## src/rtl/soundrive_pkg.sv

```systemverilog
// Shared widths, FSM state type and channel adder helper for the Soundrive mixer.
// Used by soundrive_mixer and soundrive_mul.
package soundrive_pkg;

   localparam int CH_W      = 8;
   localparam int SUM_W     = CH_W + 1;
   localparam int GAIN_W    = 4;
   localparam int OUT_W_DEF = SUM_W + GAIN_W;
   localparam int STEP_W    = $clog2(GAIN_W);

   typedef enum logic [2:0] {
      IDLE,
      ADD_L,
      ADD_R,
      MUL_L,
      MUL_R,
      DONE
   } state_t;

   // Widen before adding so the carry out of two full-scale channels survives.
   function automatic logic [SUM_W-1:0] add_ch(input logic [CH_W-1:0] a,
                                               input logic [CH_W-1:0] b);
      return SUM_W'(a) + SUM_W'(b);
   endfunction

endpackage

```

## src/rtl/soundrive_mul.sv

```systemverilog
// Sequential 9x4 shift-add multiplier: one gain bit per ce-cycle, LSB first,
// four ce-cycles from start to a complete product. done marks the final step.
module soundrive_mul
   import soundrive_pkg::*;
(
   input  logic                 clock,
   input  logic                 reset,
   input  logic                 ce,
   input  logic                 start,
   input  logic [SUM_W-1:0]     a,
   input  logic [GAIN_W-1:0]    b,
   output logic [OUT_W_DEF-1:0] product,
   output logic                 busy,
   output logic                 done
);

   logic [OUT_W_DEF-1:0] mcand;
   logic [GAIN_W-2:0]    mplier;
   logic [STEP_W-1:0]    step;

   assign done = busy && (step == STEP_W'(GAIN_W - 1));

   // NOTE: registered state uses non-blocking assignments so every register
   // samples the pre-edge values of the others, independent of statement order.
   always_ff @(posedge clock) begin
      if (reset) begin
         product <= '0;
         mcand   <= '0;
         mplier  <= '0;
         step    <= '0;
         busy    <= 1'b0;
      end else if (ce) begin
         if (!busy && start) begin
            // First step consumes gain bit 0 directly from the input.
            product <= b[0] ? OUT_W_DEF'(a) : '0;
            mcand   <= OUT_W_DEF'(a) << 1;
            mplier  <= b[GAIN_W-1:1];
            step    <= STEP_W'(1);
            busy    <= 1'b1;
         end else if (busy) begin
            product <= product + (mplier[0] ? mcand : '0);
            mcand   <= mcand << 1;
            mplier  <= mplier >> 1;
            step    <= done ? '0 : step + STEP_W'(1);
            busy    <= !done;
         end
      end
   end

endmodule

```

## src/rtl/soundrive_mixer.sv

```systemverilog
// Soundrive 4-channel mixer: snapshots the channel latches on tick, sums each side
// with one shared adder and, when SOUNDRIVE_VOLUME_EN is defined, scales by gain/16.
module soundrive_mixer
   import soundrive_pkg::*;
#(
   parameter int OUT_W = OUT_W_DEF
)
(
   input  logic              clock,
   input  logic              reset,
   input  logic              ce,
   input  logic              tick,
   input  logic [CH_W-1:0]   l1,
   input  logic [CH_W-1:0]   l2,
   input  logic [CH_W-1:0]   r1,
   input  logic [CH_W-1:0]   r2,
   input  logic [GAIN_W-1:0] vol_l,
   input  logic [GAIN_W-1:0] vol_r,
   input  logic              ovr_clr,
   output logic [OUT_W-1:0]  left,
   output logic [OUT_W-1:0]  right,
   output logic              valid,
   output logic              busy,
   output logic              overrun
);

   state_t           state;
   logic [CH_W-1:0]  s_l1, s_l2, s_r1, s_r2;
   logic [SUM_W-1:0] sum_l, sum_r;
   logic [CH_W-1:0]  add_a, add_b;
   logic [SUM_W-1:0] add_sum;

   // One adder serves both sides; the state picks which snapshot pair feeds it.
   assign add_a   = (state == ADD_L) ? s_l1 : s_r1;
   assign add_b   = (state == ADD_L) ? s_l2 : s_r2;
   assign add_sum = add_ch(add_a, add_b);
   assign busy    = (state != IDLE);

`ifdef SOUNDRIVE_VOLUME_EN
   logic [GAIN_W-1:0]    s_vol_l, s_vol_r;
   logic [OUT_W_DEF-1:0] prod_l, mul_product;
   logic                 mul_start, mul_busy, mul_done, mul_right;

   assign mul_right = (state == MUL_R);
   assign mul_start = ((state == MUL_L) || mul_right) && !mul_busy;

   soundrive_mul u_mul (
      .clock   (clock),
      .reset   (reset),
      .ce      (ce),
      .start   (mul_start),
      .a       (mul_right ? sum_r : sum_l),
      .b       (mul_right ? s_vol_r : s_vol_l),
      .product (mul_product),
      .busy    (mul_busy),
      .done    (mul_done)
   );
`else
   logic unused_vol;
   assign unused_vol = ^{vol_l, vol_r};
`endif

   always_ff @(posedge clock) begin
      if (reset) begin
         state   <= IDLE;
         s_l1    <= '0;
         s_l2    <= '0;
         s_r1    <= '0;
         s_r2    <= '0;
         sum_l   <= '0;
         sum_r   <= '0;
         left    <= '0;
         right   <= '0;
         valid   <= 1'b0;
         overrun <= 1'b0;
`ifdef SOUNDRIVE_VOLUME_EN
         s_vol_l <= '0;
         s_vol_r <= '0;
         prod_l  <= '0;
`endif
      end else begin
         valid <= 1'b0;
         if (ovr_clr)
            overrun <= 1'b0;
         // Placed after the clear so a same-clock set takes priority.
         if (ce && tick && (state != IDLE))
            overrun <= 1'b1;

         if (ce) begin
            case (state)
               IDLE: begin
                  if (tick) begin
                     s_l1  <= l1;
                     s_l2  <= l2;
                     s_r1  <= r1;
                     s_r2  <= r2;
`ifdef SOUNDRIVE_VOLUME_EN
                     s_vol_l <= vol_l;
                     s_vol_r <= vol_r;
`endif
                     state <= ADD_L;
                  end
               end
               ADD_L: begin
                  sum_l <= add_sum;
                  state <= ADD_R;
               end
               ADD_R: begin
                  sum_r <= add_sum;
`ifdef SOUNDRIVE_VOLUME_EN
                  state <= MUL_L;
`else
                  state <= DONE;
`endif
               end
`ifdef SOUNDRIVE_VOLUME_EN
               MUL_L: begin
                  if (mul_done)
                     state <= MUL_R;
               end
               MUL_R: begin
                  // The left product is still in the multiplier on the first MUL_R cycle.
                  if (mul_start)
                     prod_l <= mul_product;
                  if (mul_done)
                     state <= DONE;
               end
               DONE: begin
                  left  <= prod_l;
                  right <= mul_product;
                  valid <= 1'b1;
                  state <= IDLE;
               end
`else
               DONE: begin
                  left  <= {sum_l, {GAIN_W{1'b0}}};
                  right <= {sum_r, {GAIN_W{1'b0}}};
                  valid <= 1'b1;
                  state <= IDLE;
               end
`endif
               default: state <= IDLE;
            endcase
         end
      end
   end

endmodule
```

## config.mk

```make
export PLATFORM = sky130hd
export DESIGN_NAME = soundrive_mixer
export DESIGN_NICKNAME = d
export VERILOG_FILES = /design/src/rtl/soundrive_pkg.sv /design/src/rtl/soundrive_mul.sv /design/src/rtl/soundrive_mixer.sv
export SDC_FILE = /design/constraint.sdc
export NUM_CORES = 1
export LEC_CHECK = 0
export BUFFER_PORTS_ARGS = -buffer_cell sky130_fd_sc_hd__clkbuf_2
export CORE_MARGIN = 1
export CORE_UTILIZATION = 56
export CTS_BUF_LIST = sky130_fd_sc_hd__clkbuf_8
export CTS_CLUSTER_SIZE = 25
export DETAILED_ROUTE_END_ITERATION = 8
export PLACE_DENSITY = 0.92
export SETUP_SLACK_MARGIN = 0.5
export SYNTH_ARGS = -nofsm -noshare
export SYNTH_HDL_FRONTEND = slang
export SYNTH_SLANG_ARGS = --single-unit
```

## constraint.sdc

```tcl
create_clock -name clock -period 3.1 [get_ports clock]
set_input_delay 0.93 -clock clock [delete_from_list [all_inputs] [get_ports clock]]
set_output_delay 0.93 -clock clock [all_outputs]
set_load 0.01 [all_outputs]
```

# Yosys cells after proc, flatten, opt, wreduce, memory -nomap -nowiden
# Cells that the tools add are included.
[classes]
n_addsub = 1
n_mul = 0
div = 0
order_cmp = 0
n_eq_ne = 4
shift = 0
mux = 7
n_bitwise = 1
n_reduce_logical = 11
[ops]
columns = ["cell", "count"]
rows = [
  ["$mux W8", 2],
  ["$add A8 B8 Y9", 1],
  ["$pmux W3 S3", 1],
  ["$reduce_and A2 Y1", 4],
  ["$eq A3 B1 Y1 const B", 1],
  ["$eq A3 B2 Y1 const B", 1],
  ["$eq A3 B3 Y1 const B", 1],
  ["$logic_not A3 Y1", 1],
  ["$mux W1", 3],
  ["$mux W3", 1],
  ["$reduce_and A3 Y1", 1],
  ["$reduce_bool A3 Y1", 1],
  ["$logic_and A1 B1 Y1", 2],
  ["$ne A2 B2 Y1 const B", 1],
  ["$reduce_bool A2 Y1", 1],
  ["$reduce_or A2 Y1", 1],
  ["$not A1 Y1", 1],
]
[word_totals]
ff_bits = 73
latchBits = 0
ramBits = 0
romBits = 0
output_inout_bits = 29
elab_cells = 35
n_memories = 0

# Depth between registers and ports, before layout
# Gate-level depths: netlist of the first run.
[depth]
word_depth = 3
depth_mapped = 10

# Least setup slack after synthesis of the first run
# OpenSTA, ideal clock, no wires.
[synth_timing]
kind = "reg2reg"
from = "register state[0]"
to = "register sum_r[6]"
setup_ns = 0.062
arrival_ns = 2.764
path_slack_ns = 0.274
stages_incl_launch_ff = 10
path_buffers = 1
period_less_slack_ns = 2.826
path_cell_list = "dfxtp_1 -> nor3b_4 -> buf_4 -> mux2_1 -> ha_1 -> fa_1 -> a21oi_1 -> o21ai_0 -> a2111o_1 -> nand3_1"
[synth_between]
elab_chain_len = 3
[synth_lines]
columns = ["item", "line", "text"]
rows = [
  ["start: declaration", "soundrive_mixer.sv:27", "state_t state;"],
  ["start signal: assignment", "soundrive_mixer.sv:65", "state <= IDLE;"],
  ["start signal: assignment", "soundrive_mixer.sv:101", "state <= ADD_L;"],
  ["start signal: assignment", "soundrive_mixer.sv:106", "state <= ADD_R;"],
  ["$eq A3 B1 Y1", "soundrive_mixer.sv:34, soundrive_mixer.sv:35", ""],
  ["$mux W8, on equally long branches", "soundrive_mixer.sv:34, soundrive_mixer.sv:35", ""],
  ["$add A8 B8 Y9", "soundrive_pkg.sv:23", "return SUM_W'(a) + SUM_W'(b);"],
  ["end signal: assignment", "soundrive_mixer.sv:109", "sum_r <= add_sum;"],
  ["end: declaration", "soundrive_mixer.sv:29", "logic [SUM_W-1:0] sum_l, sum_r;"],
]
# Parallel ways exist; a longest one is shown, timed or not.
# A chain may end at the register's enable or synchronous reset.

# Worst setup path in the final report of the first run
[layout_timing]
from = "register state[2]"
to = "register sum_r[7]"
# Same word-level chain as after synthesis.

==> results of run 1 <==
[through the flow]
stage	hold WS, ps	cell area [µm²]	setup slack, ps
6_report	453	3980	535
3_5_place_dp	445	3570	285
3_3_place_gp	440	3570	361
5_1_grt	466	3980	439
4_1_cts	455	3830	506
2_1_floorplan	432	3330	466
[kinds of logic (layout without fill, tap and decap cells)]
family	after synthesis	count (layout)	synth area share (%)
AOI/OAI and AO/OA	89	89	15.8
xor gates and xnor gates	2	2	0.537
adders and majority gates	9	9	3.68
buffers and inverters	40	100	6.33
DFF	73	73	44.8
muxes	16	16	5.52
other	1	8	0.115
and+or+nand+nor	166	166	23.2
[cells in the mapped netlist, drive strengths merged (3+ instances only)]
cell type	number	share of area [%]
a2111o	4	1.4
o21ai	5	0.77
a211oi	3	0.84
buf	18	3.8
a21oi	67	10
o211ai	3	0.69
mux2	16	5.5
ha	8	3.1
nand3	11	1.7
clkbuf	17	2.0
nand2	115	13
nor3	4	0.77
and3	3	0.58
nand3b	8	1.8
nand2b	5	0.96
inv	5	0.58
dfxtp	73	45
nor2	7	0.88
[tightest hold or removal path: cells and delay by family (launching register included)]
family,cells,cell delay [ps]
AO/OA/AOI/OAI,1,50
flip-flops,1,310
AND/OR/NAND/NOR,1,50
[worst paths after layout]
path                                               to  slack [ps]  cells after the start
worst max-delay path            sum_r[7]$_SDFFE_PP0P_         540                      8
worst max register to register  sum_r[7]$_SDFFE_PP0P_         540                      8
worst min-delay path             s_l1[3]$_SDFFE_PP0P_         450                      2
worst min register to register   s_l1[3]$_SDFFE_PP0P_         450                      2
[power by group]
group | leakage [nW] | switching, mW | internal (mW)
Sequential | 0.594 | 0.0152 | 0.961
Combinational | 0.884 | 0.126 | 0.0977
Clock | 0.0915 | 0.375 | 0.298
Total | 1.57 | 0.517 | 1.36
[metal layers]
metal / up-vias / track usage [%] / wire length, µm
li1: 1454 / - / -
met1: 1396 / 28.9 / 3150
met2: 139 / 45.4 / 4110
met3: 32 / 7.91 / 483
met4: 0 / 12.4 / 269
met5: - / 0 / 0
[repair_timing]
action	CTS	global route
buffers inserted	6	7
gates resized for setup	7	20
setup endpoints to repair	8	10
pin swaps	2	11
cloned	0	1
[state kept, by name (all words and copies together), names as in the netlist]
| signal | flops |
|---|---|
| s_r1 | 8 |
| s_l1 | 8 |
| left | 9 |
| s_r2 | 8 |
| sum_l | 9 |
| overrun | 1 |
| s_l2 | 8 |
| right | 9 |
| sum_r | 9 |
| valid | 1 |
| state | 3 |
[final cells by class]
cell class / instances / share of cell area, %
Clock buffer: 9 / 3.11
Inverter: 5 / 0.472
Timing Repair Buffer: 79 / 11.8
Sequential cell: 73 / 36.9
Tap cell: 72 / 2.26
Multi-Input combinational cell: 290 / 44.0
Clock inverter: 7 / 1.38
==> reports/qor.yml, run 1 <==
sta:
  slew_headroom_pct: 53.2
  tightestPinTransition_ps: 700
  post-route-period-util_pct: 82.7
  rsz0062_at_grt: "yes"
  finalMaxSlewViolations: 0
  finalSetupTns_ps: 0
  clock_skew_ps: 12.2
  max_freq_mhz: 390
  setup_viol: 0
  finalHoldViolations: 0
  period_needed_ps: 2560
clock_tree:
  hold_buffers: 0
  numCtsBuffers: 9
  clk_latency_ps: 360
  htree_num_levels: 3
  cts.clk_slew.worst_paths_ps: 90
  cts_tree: "built"
  cts_root_buf: "clkbuf_8"
  clockBufferDepth: 2
  clock-sinks: 73
global_routing:
  antenna_found_initial: 0
  grt_pass1_wl_um: 12300
  grt_usage_pct: 26.1
  grt_pass1_vias: 2742
  grt_start_max_net_pins: 33
  overflow: 0
finish:
  layout-drive-gt1-share_pct: 28.1
  antenna_cells: 0
  multi_input_area_um2: 1750
  final_common_cell: "nand2_1"
  regArea_um2: 1470
  finalNonFillerCells: 535
  utilization_pct: 71.4
  area_growth_pct: 22.0
  most-common-layout-cells: "nand2_1 (114), dfxtp_1 (70), a21oi_1 (64)"
  nets: 512
  nFillCells: 410
die:
  die_width_um: 78.3
  initial_core_util_pct: 58.5
  io_pins: 74
  core-area_um2: 5570
  die-area_um2: 6130
  placementRows: 27
  die_h_um: 78.3
yosys:
  synthFlopType: "dfxtp_1"
  async_flop_share_pct: 0
  yosysSeqAreaShare_pct: 44.8
  synth-seq-cells: 73
  synthesis.area_um2: 3260
  avgSynthCellArea_um2: 8.24
  synth-warning-count: 0
  synth_enable_flop_cells: 0
  synth_cell_types: 43
  synthCells: 396
routing:
  via_count: 3021
  wl_um: 8020
  ant_nets: 0
  drt-wirelength-per-cell_um: 15.0
  drc_errors: 0
  drtIter0Drc: 265
  firstDrtPassIters: 5
  drt-vias-per-instance: 5.65
worst_setup_path:
  path_max_fanout: 6
  required_ps: 3400
  path_buf_inv: 1
  end_kind: "flip-flop"
  slowest_delay_ps: 530
  cp.arrival_ps: 2860
  critical_path_class: "flip-flop to flip-flop"
  path_cells: "nor3b_4 > buf_4 > mux2_2 > ha_2 > a21oi_4 > a211oi_2 > or4_4 > nand3_1"
  worstSetupStartpoint: "state[2]$_SDFFE_PP0P_"
  slowest_stage: "or4_4"
  cp_top_family: "simple AND/OR/NAND/NOR gates"
  r2r-start: "state[2]$_SDFFE_PP0P_"
  crit_path_start_kind: "flip-flop"
run:
  cap_viol_max_count: 0
pwr:
  irDropWorstVdd_mv: 0.369
  power_density_nw_per_um2: 471
  totalPowerFinal_mw: 1.87
  p_leak_nw: 1.57
placed_design:
  port_buffers: 57
  dp.cells: 505
  routabilityCongestion: 0.861
  dp_hpwl_um: 4950
hold_path:
  hp-start: "s_l1[3]$_SDFFE_PP0P_"
  holdCritPathClass: "flip-flop to flip-flop"
outcome:
  outcome: "finished clean"
No activity file was read; power rests on OpenSTA's default activity.
==> inputs of run 2 (changes only) <==
ABC_AREA = 1   (was default)
CORE_UTILIZATION = 50   (was 56)
PLACE_DENSITY = 0.88   (was 0.92)
clock period = 2.1 ns   (was 3.1 ns; I/O delays follow)
==> run 2 against run 1 <==
Compared with the run above:
- the flow now finishes with violations (negative setup slack)
- setup slack lost 570 ps
- synthesized cell count grew 12%
- clock-buffer cell count grew 1
- die area grew 13%
- sequential cell count is the same
- maximum frequency grew 20%
- routed wire length grew 1.8%
==> reports/qor.yml, run 2 <==
placed_design:
  place_ws_ps: -26.8
  port_buffers: 57
  dp_hpwl_um: 4900
  routabilityCongestion: 0.854
  dp.cells: 563
die:
  die_width_um: 83.3
  core-area_um2: 6350
  die_h_um: 83.3
  placementRows: 29
  die-area_um2: 6930
  io_pins: 74
  initial_core_util_pct: 52.0
worst_setup_path:
  r2r-end: "sum_r[7]$_SDFFE_PP0P_"
  critical_path_class: "flip-flop to flip-flop"
  ff2ff_path_depth: 14
  r2r-start: "state[2]$_SDFFE_PP0P_"
  path_max_fanout: 15
  timing.reg2reg.setup_slack_ps: -30
  required_ps: 2360
  cp.arrival_ps: 2390
  end_kind: "flip-flop"
  crit_path_start_kind: "flip-flop"
run:
  cap_viol_max_count: 0
finish:
  antenna_cells: 0
  nFillCells: 506
  regArea_um2: 1470
  utilization_pct: 65.4
  finalNonFillerCells: 598
  final_common_cell: "dfxtp_1"
  nets: 570
  multi_input_area_um2: 1630
  layout-drive-gt1-share_pct: 26.7
  area_growth_pct: 25.9
  most-common-layout-cells: "dfxtp_1 (70), nand2_1 (64), nor2_1 (61)"
clock_tree:
  cts.clk_slew.worst_paths_ps: 80
  cts_tree: "built"
  cts_root_buf: "clkbuf_8"
  htree_num_levels: 3
  clock-sinks: 73
  hold_buffers: 0
  clockBufferDepth: 2
  clk_latency_ps: 350
  numCtsBuffers: 9
hold_path:
  holdPathStages: 2
  hp-start: "s_l2[7]$_SDFFE_PP0P_"
  holdCritPathClass: "flip-flop to flip-flop"
  whs_endpoint: "s_l2[7]$_SDFFE_PP0P_"
routing:
  ant_nets: 0
  wl_um: 8160
  drt-vias-per-instance: 5.31
  via_count: 3177
  drc_errors: 0
  drtIter0Drc: 256
  drt-wirelength-per-cell_um: 13.6
  firstDrtPassIters: 5
yosys:
  synth-warning-count: 0
  synth-seq-cells: 73
  synthesis.area_um2: 3300
  synth_top_area_share_pct: 44.3
  synth_most_common_cell: "dfxtp_1"
  yosysSeqAreaShare_pct: 44.3
  async_flop_share_pct: 0
  avgSynthCellArea_um2: 7.42
  synth_area_leaders: "dfxtp_1 (44%), o21ai_0 (8.8%), nand2_1 (7.8%), nor2_1 (7.2%), a21oi_1 (5.9%)"
  synth_top_area_cell: "dfxtp_1"
  synthCells: 445
  synth_cell_types: 25
  synth_enable_flop_cells: 0
  synthFlopType: "dfxtp_1"
  yosys-top-cells-count: "dfxtp_1 (73), nand2_1 (69), nor2_1 (63)"
sta:
  period_needed_ps: 2130
  finalMaxSlewViolations: 0
  setup_viol: 2
  rsz0062_at_grt: "yes"
  clock_skew_ps: 8.85
  post-route-period-util_pct: 101
  setup_slack_ps: -31.3
  fin_hold_ws_ps: 462
  finalHoldViolations: 0
  max_freq_mhz: 469
pwr:
  p_leak_nw: 1.86
  power.switching_uw: 871
  totalPowerFinal_mw: 3.46
  irDropWorstVdd_mv: 0.565
  swShare_pct: 25.2
  power_density_nw_per_um2: 834
  p_int_mw: 2.59
  clkPwrFrac_pct: 42.9
  comb_power_share_pct: 14.2
  seqPwrFrac_pct: 42.8
global_routing:
  grt_usage_pct: 22.8
  overflow: 0
  grt_start_max_net_pins: 49
  grt_pass1_wl_um: 12600
  antenna_found_initial: 0
  grt_pass1_vias: 2962
outcome:
  outcome: "finished with violations"
  violations: "negative setup slack"
-- run 2: how the worst max path moves through the flow --
stage	end	slack, ps	start	cells after the start
6_report	sum_r[7]$_SDFFE_PP0P_	-30	state[2]$_SDFFE_PP0P_	14
5_1_grt	sum_l[7]$_SDFFE_PP0P_	-140	state[2]$_SDFFE_PP0P_	14
4_1_cts	sum_l[4]$_SDFFE_PP0P_	70	state[1]$_SDFFE_PP0P_	13
3_5_place_dp	sum_r[6]$_SDFFE_PP0P_	-30	state[2]$_SDFFE_PP0P_	14
3_3_place_gp	sum_l[6]$_SDFFE_PP0P_	40	state[2]$_SDFFE_PP0P_	14
2_1_floorplan	sum_r[6]$_SDFFE_PP0P_	190	state[2]$_SDFFE_PP0P_	15
-- run 2: cells by family after synthesis --
| logic type | count (synthesis) | share of synthesized area [%] |
|---|---|---|
| AOI/OAI and AO/OA | 107 | 17.0 |
| other | 1 | 0.114 |
| DFF | 73 | 44.3 |
| and+or+nand+nor | 177 | 22.8 |
| adders and majority gates | 9 | 3.64 |
| buffers and inverters | 77 | 11.9 |
| xor gates and xnor gates | 1 | 0.265 |
-- run 2: final cells by class --
cell class / count / area share (%)
flip-flops and latches: 73 / 35.4
inverters: 45 / 4.19
repair buffers: 82 / 12.2
well taps: 77 / 2.32
clock inverters: 6 / 3.31
clock buffers: 10 / 3.31
multi-input cells: 305 / 39.2
-- run 2: power groups by stage --
stage          registers, mW  clock network [mW]  logic [mW]
3_3_place_gp            1.50                   0       0.373
5_1_grt                 1.49                1.58       0.538
6_report                1.48                1.49       0.493
4_1_cts                 1.48                1.51       0.431
3_5_place_dp            1.51                   0       0.388
2_1_floorplan           1.50                   0       0.310
-- run 2: through the flow --
stage | area (µm²) | TNS, ps
global route | 4150 | -462
CTS | 4000 | 0
finish | 4150 | -54.8
detailed placement | 3590 | -72.4
floorplan | 3360 | 0
global placement | 3590 | 0
-- run 2: layer usage --
| metal | part of all wire, % | routed length, µm | global-route usage [%] | up-vias |
|---|---|---|---|---|
| li1 | - | - | - | 1573 |
| met1 | 41 | 3340 | 26.6 | 1431 |
| met2 | 49 | 3970 | 38.6 | 143 |
| met3 | 6.6 | 540 | 6.26 | 30 |
| met4 | 3.7 | 302 | 10.5 | 0 |
| met5 | 0 | 0 | 0 | - |
-- run 2: what timing repair did --
action                     CTS  global route
setup endpoints to repair   17            20
pin swaps                   11            11
resized for setup           11            26
cloned                       3             0
buffers inserted             8             8
-- run 2: critical path: stages, from the launching register on --
cell,delay [ps]
dfxtp_4,360
nor2_4,120
buf_12,150
nand2_8,100
nand2_1,110
o21ai_0,90
ha_1,350
nand2_1,120
nand2_1,90
a21oi_2,200
nand2_1,80
nand2_1,90
nand3_1,80
nand2_1,70
inv_1,30
